**src/rtl/bcd2bin_seq.sv**
```systemverilog
// bcd2bin_seq: sequential packed-BCD to binary converter.
// Reverse double-dabble, one bit per clock. A request accepted in IDLE
// loads the operand into the upper (BCD) part of a shift register. Each
// CONV step shifts the whole register right by one and corrects every BCD
// digit that has reached 8 or more. After BIN_W steps the lower part of the
// register holds the binary value. Operands with a digit above 9 run the
// full BIN_W steps, then report ERR with a zero result.
module bcd2bin_seq #(
    parameter int DIGITS = 3,
    parameter int BIN_W  = 10,
    parameter int CNT_W  = 4
) (
    input  logic                  CLK,
    input  logic                  RST,
    input  logic                  START,
    input  logic [4*DIGITS-1:0]   BCD,
    output logic [BIN_W-1:0]      BIN,
    output logic                  BUSY,
    output logic                  DONE,
    output logic                  ERR
);

    localparam int BCD_W = 4 * DIGITS;
    localparam int SR_W  = BCD_W + BIN_W;

    // Value of the step counter on the last step, and a counter increment.
    localparam logic [CNT_W-1:0] LAST_CNT = CNT_W'(BIN_W - 1);
    localparam logic [CNT_W-1:0] CNT_ONE  = {{(CNT_W-1){1'b0}}, 1'b1};

    typedef enum logic [0:0] {
        S_IDLE = 1'b0,
        S_CONV = 1'b1
    } state_t;

    // Correct one BCD digit after a right shift: a digit of 8 or more
    // received a carried-in half-ten, so take 3 off. This is 4-bit
    // arithmetic with no carry into the next digit.
    function automatic logic [3:0] digit_fix(input logic [3:0] d);
        logic [3:0] r;
        if (d >= 4'd8) begin
            r = d - 4'd3;
        end else begin
            r = d;
        end
        return r;
    endfunction

    // Flag an operand in which any nibble is not a decimal digit.
    function automatic logic bcd_invalid(input logic [BCD_W-1:0] b);
        logic bad;
        bad = 1'b0;
        for (int i = 0; i < DIGITS; i++) begin
            if (b[4*i +: 4] > 4'd9) begin
                bad = 1'b1;
            end else begin
                bad = bad;
            end
        end
        return bad;
    endfunction

    // One conversion step. Shift the whole register right by one with 0
    // into the MSB. Then fix every BCD digit field. The binary part is
    // never corrected.
    function automatic logic [SR_W-1:0] sr_step(input logic [SR_W-1:0] sr);
        logic [SR_W-1:0] t;
        t = sr >> 1;
        for (int i = 0; i < DIGITS; i++) begin
            t[BIN_W + 4*i +: 4] = digit_fix(t[BIN_W + 4*i +: 4]);
        end
        return t;
    endfunction

    // Architectural state
    state_t              state_q, state_d;
    logic [SR_W-1:0]     sr_q, sr_d;
    logic [CNT_W-1:0]    cnt_q, cnt_d;
    logic                err_flag_q, err_flag_d;   // operand validity latched at accept
    logic [BIN_W-1:0]    bin_q, bin_d;
    logic                busy_q, busy_d;
    logic                done_q, done_d;
    logic                err_q, err_d;             // ERR output, held between completions

    // Combinational helpers
    logic [SR_W-1:0]     step_s;
    logic                last_step_s;

    assign step_s      = sr_step(sr_q);
    assign last_step_s = (cnt_q == LAST_CNT);

    // State and datapath registers. Reset is synchronous and returns everything to idle.
    always_ff @(posedge CLK) begin
        if (RST) begin
            state_q    <= S_IDLE;
            sr_q       <= {SR_W{1'b0}};
            cnt_q      <= {CNT_W{1'b0}};
            err_flag_q <= 1'b0;
            bin_q      <= {BIN_W{1'b0}};
            busy_q     <= 1'b0;
            done_q     <= 1'b0;
            err_q      <= 1'b0;
        end else begin
            state_q    <= state_d;
            sr_q       <= sr_d;
            cnt_q      <= cnt_d;
            err_flag_q <= err_flag_d;
            bin_q      <= bin_d;
            busy_q     <= busy_d;
            done_q     <= done_d;
            err_q      <= err_d;
        end
    end

    // Next-state logic. Leave IDLE on START and return once the last step is done.
    always_comb begin
        state_d = state_q;
        case (state_q)
            S_IDLE: begin
                if (START) begin
                    state_d = S_CONV;
                end else begin
                    state_d = S_IDLE;
                end
            end
            S_CONV: begin
                if (last_step_s) begin
                    state_d = S_IDLE;
                end else begin
                    state_d = S_CONV;
                end
            end
            default: begin
                state_d = S_IDLE;
            end
        endcase
    end

    // Datapath next values: load on accept, step in CONV, and publish the result on the final step.
    always_comb begin
        sr_d       = sr_q;
        cnt_d      = cnt_q;
        err_flag_d = err_flag_q;
        bin_d      = bin_q;
        busy_d     = busy_q;
        done_d     = 1'b0;
        err_d      = err_q;
        case (state_q)
            S_IDLE: begin
                if (START) begin
                    sr_d       = {BCD, {BIN_W{1'b0}}};
                    cnt_d      = {CNT_W{1'b0}};
                    err_flag_d = bcd_invalid(BCD);
                    busy_d     = 1'b1;
                end else begin
                    busy_d     = 1'b0;
                end
            end
            S_CONV: begin
                sr_d  = step_s;
                cnt_d = cnt_q + CNT_ONE;
                if (last_step_s) begin
                    if (err_flag_q) begin
                        bin_d = {BIN_W{1'b0}};
                    end else begin
                        bin_d = step_s[BIN_W-1:0];
                    end
                    err_d  = err_flag_q;
                    done_d = 1'b1;
                    busy_d = 1'b0;
                end else begin
                    busy_d = 1'b1;
                end
            end
            default: begin
                sr_d       = {SR_W{1'b0}};
                cnt_d      = {CNT_W{1'b0}};
                err_flag_d = 1'b0;
                busy_d     = 1'b0;
            end
        endcase
    end

    // Output drive. Every output comes straight from a register.
    always_comb begin
        BIN  = bin_q;
        BUSY = busy_q;
        DONE = done_q;
        ERR  = err_q;
    end

endmodule
```
**config.mk**
```make
export PLATFORM = sky130hd
export DESIGN_NAME = bcd2bin_seq
export DESIGN_NICKNAME = d
export VERILOG_FILES = /design/src/rtl/bcd2bin_seq.sv
export SDC_FILE = /design/constraint.sdc
export NUM_CORES = 1
export LEC_CHECK = 0
export BUFFER_PORTS_ARGS = -buffer_cell sky130_fd_sc_hd__buf_2
export CAP_MARGIN = 20
export CORE_MARGIN = 2
export CORE_UTILIZATION = 50
export CTS_BUF_LIST = sky130_fd_sc_hd__clkbuf_4 sky130_fd_sc_hd__clkbuf_8
export CTS_CLUSTER_DIAMETER = 80
export DETAILED_ROUTE_END_ITERATION = 8
export PLACE_DENSITY = 0.76
export SLEW_MARGIN = 40
export SYNTH_ARGS = -nofsm -noshare
export SYNTH_HDL_FRONTEND = slang
export SYNTH_SLANG_ARGS = --single-unit
```
**constraint.sdc**
```tcl
create_clock -name CLK -period 1.24 [get_ports CLK]
set_input_delay 0.062 -clock CLK [delete_from_list [all_inputs] [get_ports CLK]]
set_output_delay 0.062 -clock CLK [all_outputs]
set_load 0.03 [all_outputs]
```
==> results.sh, run 1 <==
export IMPL_crit_type="flop to flop"
export IMPL_gr_total_overflow=0
export IMPL_async_flop_share=0
export IMPL_io_buffers=27
export IMPL_final_cells=258
export IMPL_clkSinkCount=39
export IMPL_hp_class="input port to flop"
export IMPL_period_share=0.968
export IMPL_cts_htree_levels=2
export IMPL_fp_row_count=21
export IMPL_die_y_um=62.6
export IMPL_synth_distinct_cells=34
export IMPL_fin_crit_ns=1.20
export IMPL_synth_fp_nets=197
export IMPL_coreArea_mm2=0.00331
export IMPL_finalClockSkew_ns=0.00816
export IMPL_drive_above_1_share=0.283
export IMPL_critPathRequiredTime_ns=1.50
export IMPL_synth_seq_cells=39
export IMPL_final_setup_viol_count=0
export IMPL_relSlewSlack=0.691
export IMPL_irDropWorstVdd_uv=931
export IMPL_holdWs_ns=0.0329
export IMPL_drv_slew=0
export IMPL_cts_made_buffers=5
export IMPL_synth_main_ff_cell="dfxtp_1"
export IMPL_ant_nets=0
export IMPL_rsz0062_at_grt="true"
export IMPL_path_clk_slew_ns=0.12
export IMPL_grt_usage=0.194
export IMPL_post_synth_top_area_cell="dfxtp_1"
export IMPL_dp_final_hpwl_mm=2.55
export IMPL_first_pass_iters=4
export IMPL_insertedDiodeCount=0
export IMPL_clock_latency_ns=0.36
export IMPL_drt_total_wl_mm=3.67
export IMPL_cp_arrival_ns=1.46
export IMPL_cellLeakagePower_nw=0.954
export IMPL_cp_start_kind="flop"
export IMPL_cp_slowest_cell="dfxtp_2"
export IMPL_end_kind="flop"
export IMPL_pin_count=28
export IMPL_fill_cells=285
export IMPL_yosys_cell_count_top_type="dfxtp_1"
export IMPL_grt_first_pass_wirelength_mm=5.87
export IMPL_wire_per_inst_um=14.2
export IMPL_worst_slew_pin_transition_ns=0.463
export IMPL_fin_util=0.632
export IMPL_synth_edff_count=0
export IMPL_vias=1413
export IMPL_syn_area_mm2=0.00172
export IMPL_dp_cells=242
export IMPL_clockBufferDepth=2
export IMPL_p_per_area_mw_per_mm2=1290
export IMPL_outcome="completed"
export IMPL_grt_pass1_vias=1309
export IMPL_fmaxAchievable_ghz=0.833
export IMPL_drv_cap=0
export IMPL_die_x_um=62.6
export IMPL_cts_tree="done"
export IMPL_avgSynthCellArea_um2=9.77
export IMPL_synthTopCellsByCount="dfxtp_1 (39), a21oi_1 (16), nor2_1 (16)"
export IMPL_synth_top_area_frac=0.454
export IMPL_start_util=0.519
export IMPL_synth_warnings=0
export IMPL_syn_to_final_growth_pct=21.6
export IMPL_place_gp_congestion=0.719
export IMPL_via_per_inst=5.48
export IMPL_drt_iter0_drc=57
export IMPL_synth_area_leaders="dfxtp_1 (45%), mux2i_1 (5.2%), a22o_1 (5.1%)"
export IMPL_cts_root_buffer="clkbuf_4"
export IMPL_grt_max_degree=23
export IMPL_finalHoldViolations=0
export IMPL_cp_max_fo=6
export IMPL_crit_chain="inv_2, ha_4, nand4b_4, nor2b_4, a22o_1"
export IMPL_cts_hold_buf=0
export IMPL_slowest_delay_ns=0.35
export IMPL_antenna_found_initial=0
export IMPL_drc_errors=0
export IMPL_die_area_mm2=0.00392
export IMPL_nets=232
export IMPL_syn_inst=176
export IMPL_ys_seq_area_frac=0.454
-- layout by cell type, fill, tap and decap left out, types with 2 or more instances in the layout --
master,netlist,routed
a21oi_1,16,16
nor2b_1,4,4
clkbuf_4,0,5
mux2_2,3,3
inv_2,1,2
nor2_1,16,16
dfxtp_4,0,2
inv_1,5,4
ha_1,6,5
xnor2_1,2,2
xor2_1,2,2
a21o_1,2,2
nand3_1,2,2
o21ai_0,4,4
mux2i_1,9,9
buf_2,8,26
dfxtp_1,39,36
a22o_1,10,10
buf_4,1,12
o211a_1,4,4
nor3b_1,9,9
a211oi_1,8,8
nor2b_4,1,2
bufinv_16,0,2
nand2_1,11,11
-- where the power goes --
group | total [mW] | leakage [nW] | switching [mW] | internal, mW
sequential | 1.35 | 0.319 | 0.0536 | 1.29
clock | 1.06 | 0.0514 | 0.437 | 0.627
combinational | 0.285 | 0.584 | 0.147 | 0.138
-- logic make-up after synthesis --
| kind of cell | after synthesis | synth area share |
|---|---|---|
| compound gates | 47 | 0.190 |
| xor+xnor | 4 | 0.0204 |
| fa+ha+maj | 6 | 0.0437 |
| buf+inv | 18 | 0.0517 |
| flops | 39 | 0.454 |
| mux | 12 | 0.0721 |
| simple gates | 50 | 0.168 |
-- final timing paths --
kind / startpoint / to / slack (ns) / cells after the start
worst min-delay path: BCD[11] / sr_q[21] / 0.03 / 3
worst min register to register: sr_q[20] / sr_q[19] / 0.46 / 2
worst max register to register: cnt_q[1] / BIN[9] / 0.04 / 5
worst max-delay path: cnt_q[1] / BIN[9] / 0.04 / 5
-- per-stage QoR --
| step | worst slack [ns] | total power, mW | area [um^2] | TNS [ns] |
|---|---|---|---|---|
| final | 0.0400 | 2.70 | 2090 | 0 |
| after global routing | -0.00377 | 2.82 | 2090 | -0.00484 |
| after CTS | 0.00471 | 2.71 | 2050 | 0 |
| after detailed placement | -0.0194 | 1.64 | 1900 | -0.0227 |
| after global placement | 0.0664 | 1.62 | 1900 | 0 |
| after floorplan | -0.00922 | 1.56 | 1740 | -0.0829 |
-- timing repair --
item                                    4_1_cts  5_1_grt
endpoints found under the setup margin       11       11
cloned                                        1        0
pin swaps                                     1        5
setup buffers                                 3        4
resized for setup                             4        2
-- metal layers --
| layer | track usage | wire [um] | vias to the layer above |
|---|---|---|---|
| li1 | - | - | 695 |
| met1 | 0.237 | 1620 | 679 |
| met2 | 0.312 | 1820 | 29 |
| met3 | 0.0559 | 142 | 10 |
| met4 | 0.100 | 92 | 0 |
| met5 | 0 | 0 | - |
-- critical path: cells and delay by family (launching register included) --
kind,cells,cell delay (ns)
flops,1,0.35
simple gates,2,0.31
compound gates,1,0.24
fa+ha+maj,1,0.13
buf+inv,1,0.07
-- state kept, by name, summed over array words and instances (netlist names) --
register / count
BIN: 10
BUSY: 1
DONE: 1
ERR: 1
cnt_q: 4
err_flag_q: 1
sr_q: 21
-- cell type report --
cell class	count	area (um^2)	share of cell area
clock buffer	5	37.5	0.0180
clock inverter	3	67.6	0.0323
timing repair buffer	39	240	0.115
sequential	39	790	0.378
tap	46	57.6	0.0275
inverter	6	22.5	0.0108
multi-input combinational	120	876	0.419
Power figures use the tool's default switching activity.
==> inputs of run 2 (changes only) <==
==> constraint.sdc (replaced) <==
create_clock -name CLK -period 1.24 [get_ports CLK]
set_input_delay 0.248 -clock CLK [delete_from_list [all_inputs] [get_ports CLK]]
set_output_delay 0.248 -clock CLK [all_outputs]
set_load 0.03 [all_outputs]
==> results.sh, run 2 (synthesis results as in run 1) <==
export IMPL_hp_class="input port to flop"
export IMPL_die_y_um=62.6
export IMPL_cts_made_buffers=5
export IMPL_cp_start_kind="flop"
export IMPL_fin_crit_ns=1.24
export IMPL_fin_area_mm2=0.00217
export IMPL_fill_cells=272
export IMPL_cts_tree="done"
export IMPL_rsz0062_at_grt="true"
export IMPL_fin_util=0.655
export IMPL_layout_area_seq_um2=792
export IMPL_slowest_delay_ns=0.39
export IMPL_p_per_area_mw_per_mm2=1180
export IMPL_irDropWorstVdd_uv=841
export IMPL_first_pass_iters=5
export IMPL_finalSetupTns_ns=0
export IMPL_largest_register_ffs=21
export IMPL_gr_total_overflow=0
export IMPL_grt_first_pass_wirelength_mm=6.12
export IMPL_die_area_mm2=0.00392
export IMPL_cp_slowest_cell="dfxtp_4"
export IMPL_drt_iter0_drc=45
export IMPL_grt_usage=0.197
export IMPL_dp_final_hpwl_mm=2.46
export IMPL_clkSinkCount=39
export IMPL_start_util=0.519
export IMPL_cts_root_buffer="clkbuf_4"
export IMPL_relSlewSlack=0.777
export IMPL_place_gp_congestion=0.734
export IMPL_drive_above_1_share=0.326
export IMPL_antenna_found_initial=0
export IMPL_top_register="sr_q"
export IMPL_end_kind="output port"
export IMPL_drc_errors=0
export IMPL_io_buffers=27
export IMPL_cp_max_fo=8
export IMPL_coreArea_mm2=0.00331
export IMPL_total_power_mw=2.55
export IMPL_drv_slew=0
export IMPL_final_setup_viol_count=0
export IMPL_multi_input_area_um2=893
export IMPL_crit_type="flop to output port"
export IMPL_drv_cap=0
export IMPL_grt_pass1_vias=1349
export IMPL_syn_to_final_growth_pct=26.2
export IMPL_placed_area_mm2=0.00192
export IMPL_nets=238
export IMPL_cellLeakagePower_nw=0.993
export IMPL_die_x_um=62.6
export IMPL_grt_max_degree=20
export IMPL_fmaxAchievable_ghz=0.809
export IMPL_vias=1414
export IMPL_path_clk_slew_ns=0.11
export IMPL_pwr_share_seq=0.526
export IMPL_wire_per_inst_um=13.7
export IMPL_pwr_share_comb=0.128
export IMPL_fp_row_count=21
export IMPL_drt_total_wl_mm=3.62
export IMPL_critPathRequiredTime_ns=0.99
export IMPL_worst_slew_pin_transition_ns=0.334
export IMPL_ant_nets=0
export IMPL_intPower_mw=1.93
export IMPL_finalClockSkew_ns=0.0130
export IMPL_crit_chain="buf_12, buf_8"
export IMPL_p_sw_frac=0.242
export IMPL_outcome="completed"
export IMPL_clockBufferDepth=2
export IMPL_cts_htree_levels=2
export IMPL_period_share=0.997
export IMPL_via_per_inst=5.36
export IMPL_pin_count=28
export IMPL_pwr_share_clk=0.346
export IMPL_holdWs_ns=0.233
export IMPL_insertedDiodeCount=0
export IMPL_clock_latency_ns=0.34
export IMPL_finalHoldViolations=0
export IMPL_cp_arrival_ns=0.99
export IMPL_mostFrequentLayoutCells="dfxtp_1 (34), buf_2 (26), a21oi_1 (16)"
export IMPL_final_common_cell="dfxtp_1"
export IMPL_switchingPower_mw=0.618
==> run 2: cell types whose count changed in the layout (fill, tap and decap cells not counted), moves of 2 or more <==
cell,delta
dfxtp_1,-2
dfxtp_2,+2
buf_4,+2
buf_6,+2
==> run 2: timing repair <==
action | 4_1_cts | 5_1_grt
endpoints found under the hold margin | 0 | 0
cloned | 0 | 1
buffers inserted | 4 | 6
gates resized for setup | 9 | 10
pin swaps | 1 | 7
hold buffers | 0 | 0
setup endpoints to repair | 12 | 15
==> run 2: layout make-up <==
class,instances,share of cell area
Inverter,6,0.0127
Clock inverter,2,0.0161
Clock buffer,6,0.0236
Sequential cell,39,0.365
Multi-Input combinational cell,120,0.412
Timing Repair Buffer,45,0.144
Tap cell,46,0.0265
==> run 2: per-stage QoR <==
step / instances / setup WS, ns
floorplan: 176 / -0.00922
global placement: 245 / 0.0441
detailed placement: 245 / -0.0498
CTS: 257 / -0.0416
global route: 264 / -0.0357
finish: 264 / 0.00377
==> run 2: final timing paths <==
check	from	end	slack (ns)	depth (start not counted)
worst min register to register	sr_q[21]	sr_q[20]	0.47	2
worst min-delay path	BCD[11]	sr_q[21]	0.23	3
worst max-delay path	BUSY	BUSY	0.004	2
worst max register to register	cnt_q[1]	BIN[2]	0.04	5
==> run 2: per-layer routing <==
layer / GRT usage / share of wire
met2: 0.323 / 0.51
met4: 0.0944 / 0.020
met5: 0 / 0
met3: 0.0486 / 0.033
met1: 0.242 / 0.44
==> run 2: power by group through the flow <==
stage / Clock, mW / Combinational, mW / Sequential [mW]
final: 0.882 / 0.328 / 1.34
after CTS: 0.913 / 0.303 / 1.34
after floorplan: 0 / 0.201 / 1.36
after global placement: 0 / 0.257 / 1.37
after detailed placement: 0 / 0.270 / 1.37
after global routing: 0.963 / 0.363 / 1.35
==> run 2: worst max-delay path: cells and delay by family (launching register included) <==
| kind | cells | cell delay (ns) |
|---|---|---|
| flip-flops | 1 | 0.39 |
| buffers and inverters | 2 | 0.27 |
==> inputs of run 3 (changes only) <==
--- a/config.mk
+++ b/config.mk
@@ -13,2 +13,3 @@
 export CTS_CLUSTER_DIAMETER = 80
+export CTS_CLUSTER_SIZE = 16
 export DETAILED_ROUTE_END_ITERATION = 8
==> constraint.sdc (replaced) <==
create_clock -name CLK -period 1.24 [get_ports CLK]
set_input_delay 0.124 -clock CLK [delete_from_list [all_inputs] [get_ports CLK]]
set_output_delay 0.124 -clock CLK [all_outputs]
set_load 0.03 [all_outputs]
==> results.sh, run 3 (synthesis results as in run 1) <==
export IMPL_grt_usage=0.197
export IMPL_crit_type="flop to output port"
export IMPL_cts_hold_buf=0
export IMPL_fin_util=0.628
export IMPL_cp_num_buf_inv=2
export IMPL_slowest_delay_ns=0.41
export IMPL_coreArea_mm2=0.00331
export IMPL_clkSinkCount=39
export IMPL_pin_count=28
export IMPL_place_ws_ns=-0.0208
export IMPL_pwr_share_clk=0.356
export IMPL_finalHoldViolations=0
export IMPL_cp_arrival_ns=1.08
export IMPL_cp_start_kind="flop"
export IMPL_drive_above_1_share=0.290
export IMPL_die_x_um=62.6
export IMPL_syn_to_final_growth_pct=21.0
export IMPL_die_y_um=62.6
export IMPL_dp_final_hpwl_mm=2.49
export IMPL_grt_first_pass_wirelength_mm=6.10
export IMPL_intPower_mw=1.91
export IMPL_cts_made_buffers=5
export IMPL_drt_iter0_drc=89
export IMPL_outcome="completed"
export IMPL_grt_pass1_vias=1288
export IMPL_place_gp_congestion=0.726
export IMPL_fin_ws_ns=0.0338
export IMPL_drc_errors=0
export IMPL_p_per_area_mw_per_mm2=1220
export IMPL_fp_row_count=21
export IMPL_cts_root_buffer="clkbuf_4"
export IMPL_total_power_mw=2.54
export IMPL_crit_family="flip-flops"
export IMPL_final_setup_viol_count=0
export IMPL_ant_nets=0
export IMPL_end_kind="output port"
export IMPL_largest_register_ffs=21
export IMPL_insertedDiodeCount=0
export IMPL_grt_max_degree=20
export IMPL_vias=1389
export IMPL_cp_slowest_cell="dfxtp_4"
export IMPL_start_util=0.519
export IMPL_cp_max_fo=19
export IMPL_clock_latency_ns=0.35
export IMPL_via_per_inst=5.43
export IMPL_pwr_share_seq=0.529
export IMPL_relSlewSlack=0.729
export IMPL_worst_slew_pin_transition_ns=0.406
export IMPL_critPathRequiredTime_ns=1.12
export IMPL_p_sw_frac=0.249
export IMPL_rsz0062_at_grt="true"
export IMPL_path_clk_slew_ns=0.12
export IMPL_first_pass_iters=4
export IMPL_irDropWorstVdd_uv=753
export IMPL_die_area_mm2=0.00392
export IMPL_top_register="sr_q"
export IMPL_wire_per_inst_um=14.1
export IMPL_crit_chain="buf_12, buf_4"
export IMPL_period_share=0.973
export IMPL_hp_class="input port to flop"
export IMPL_final_common_cell="dfxtp_1"
export IMPL_cts_htree_levels=2
export IMPL_drt_total_wl_mm=3.62
export IMPL_drv_slew=0
export IMPL_nets=230
export IMPL_mostFrequentLayoutCells="dfxtp_1 (34), buf_2 (26), a21oi_1 (16), nor2_1 (16), nand2_1 (11)"
export IMPL_drv_cap=0
export IMPL_finalClockSkew_ns=0.0120
export IMPL_cts_tree="done"
export IMPL_fin_crit_ns=1.21
export IMPL_holdWs_ns=0.0986
export IMPL_switchingPower_mw=0.632
export IMPL_clockBufferDepth=2
export IMPL_placed_area_mm2=0.00191
export IMPL_fin_area_mm2=0.00208
export IMPL_fmaxAchievable_ghz=0.829
export IMPL_pwr_share_comb=0.115
export IMPL_cellLeakagePower_nw=0.946
export IMPL_fill_cells=305
export IMPL_antenna_found_initial=0
export IMPL_io_buffers=27
export IMPL_gr_total_overflow=0
==> run 3: cell count changes in the layout (fill, tap and decap cells not counted), sizes merged <==
| cell | change |
|---|---|
| buf | -8 |
==> run 3: layout make-up <==
| type | instances | area (um^2) | share of cell area |
|---|---|---|---|
| clock buffers | 6 | 51.3 | 0.0247 |
| clock inverters | 2 | 35.0 | 0.0168 |
| inverters | 6 | 25.0 | 0.0120 |
| multi-input cells | 120 | 881 | 0.424 |
| flip-flops and latches | 39 | 792 | 0.381 |
| well taps | 46 | 57.6 | 0.0277 |
| repair buffers | 37 | 238 | 0.114 |
==> run 3: tightest hold or removal path, delay by kind of cell <==
family / cells / cell delay (ns)
muxes: 1 / 0.06
buffers and inverters: 1 / 0.09
and+or+nand+nor: 1 / 0.13
==> run 3: metal layers <==
metal	vias to the layer above	GRT usage	routed length, um
li1	690	-	-
met1	659	0.264	1660
met4	0	0.0833	63
met5	-	0	0
met2	34	0.304	1740
met3	6	0.0486	157
==> run 3: power by group through the flow <==
stage          combinational, mW  clock [mW]  sequential [mW]
6_report                   0.293       0.905             1.34
3_3_place_gp               0.250           0             1.37
2_1_floorplan              0.201           0             1.36
5_1_grt                    0.326       0.978             1.35
3_5_place_dp               0.264           0             1.37
4_1_cts                    0.280       0.915             1.34
==> run 3: timing repair <==
item / in CTS / in global routing
cloned: 0 / 1
buffers inserted: 3 / 1
setup endpoints to repair: 11 / 16
resized for setup: 3 / 7
pin swaps: 1 / 6
==> run 3: final timing paths <==
kind                            startpoint  endpoint  slack (ns)  depth (start not counted)
worst max-delay path                  BUSY      BUSY        0.03                          2
worst max register to register        BUSY  cnt_q[2]        0.04                          5
worst min-delay path               BCD[11]  sr_q[21]         0.1                          3
worst min register to register    sr_q[19]  sr_q[18]        0.47                          2
==> run 3: metrics by stage <==
step	TNS (ns)	instances
floorplan	-0.0829	176
global route	-0.0429	256
global placement	0	243
finish	0	256
detailed placement	-0.0842	243
CTS	-0.00402	254
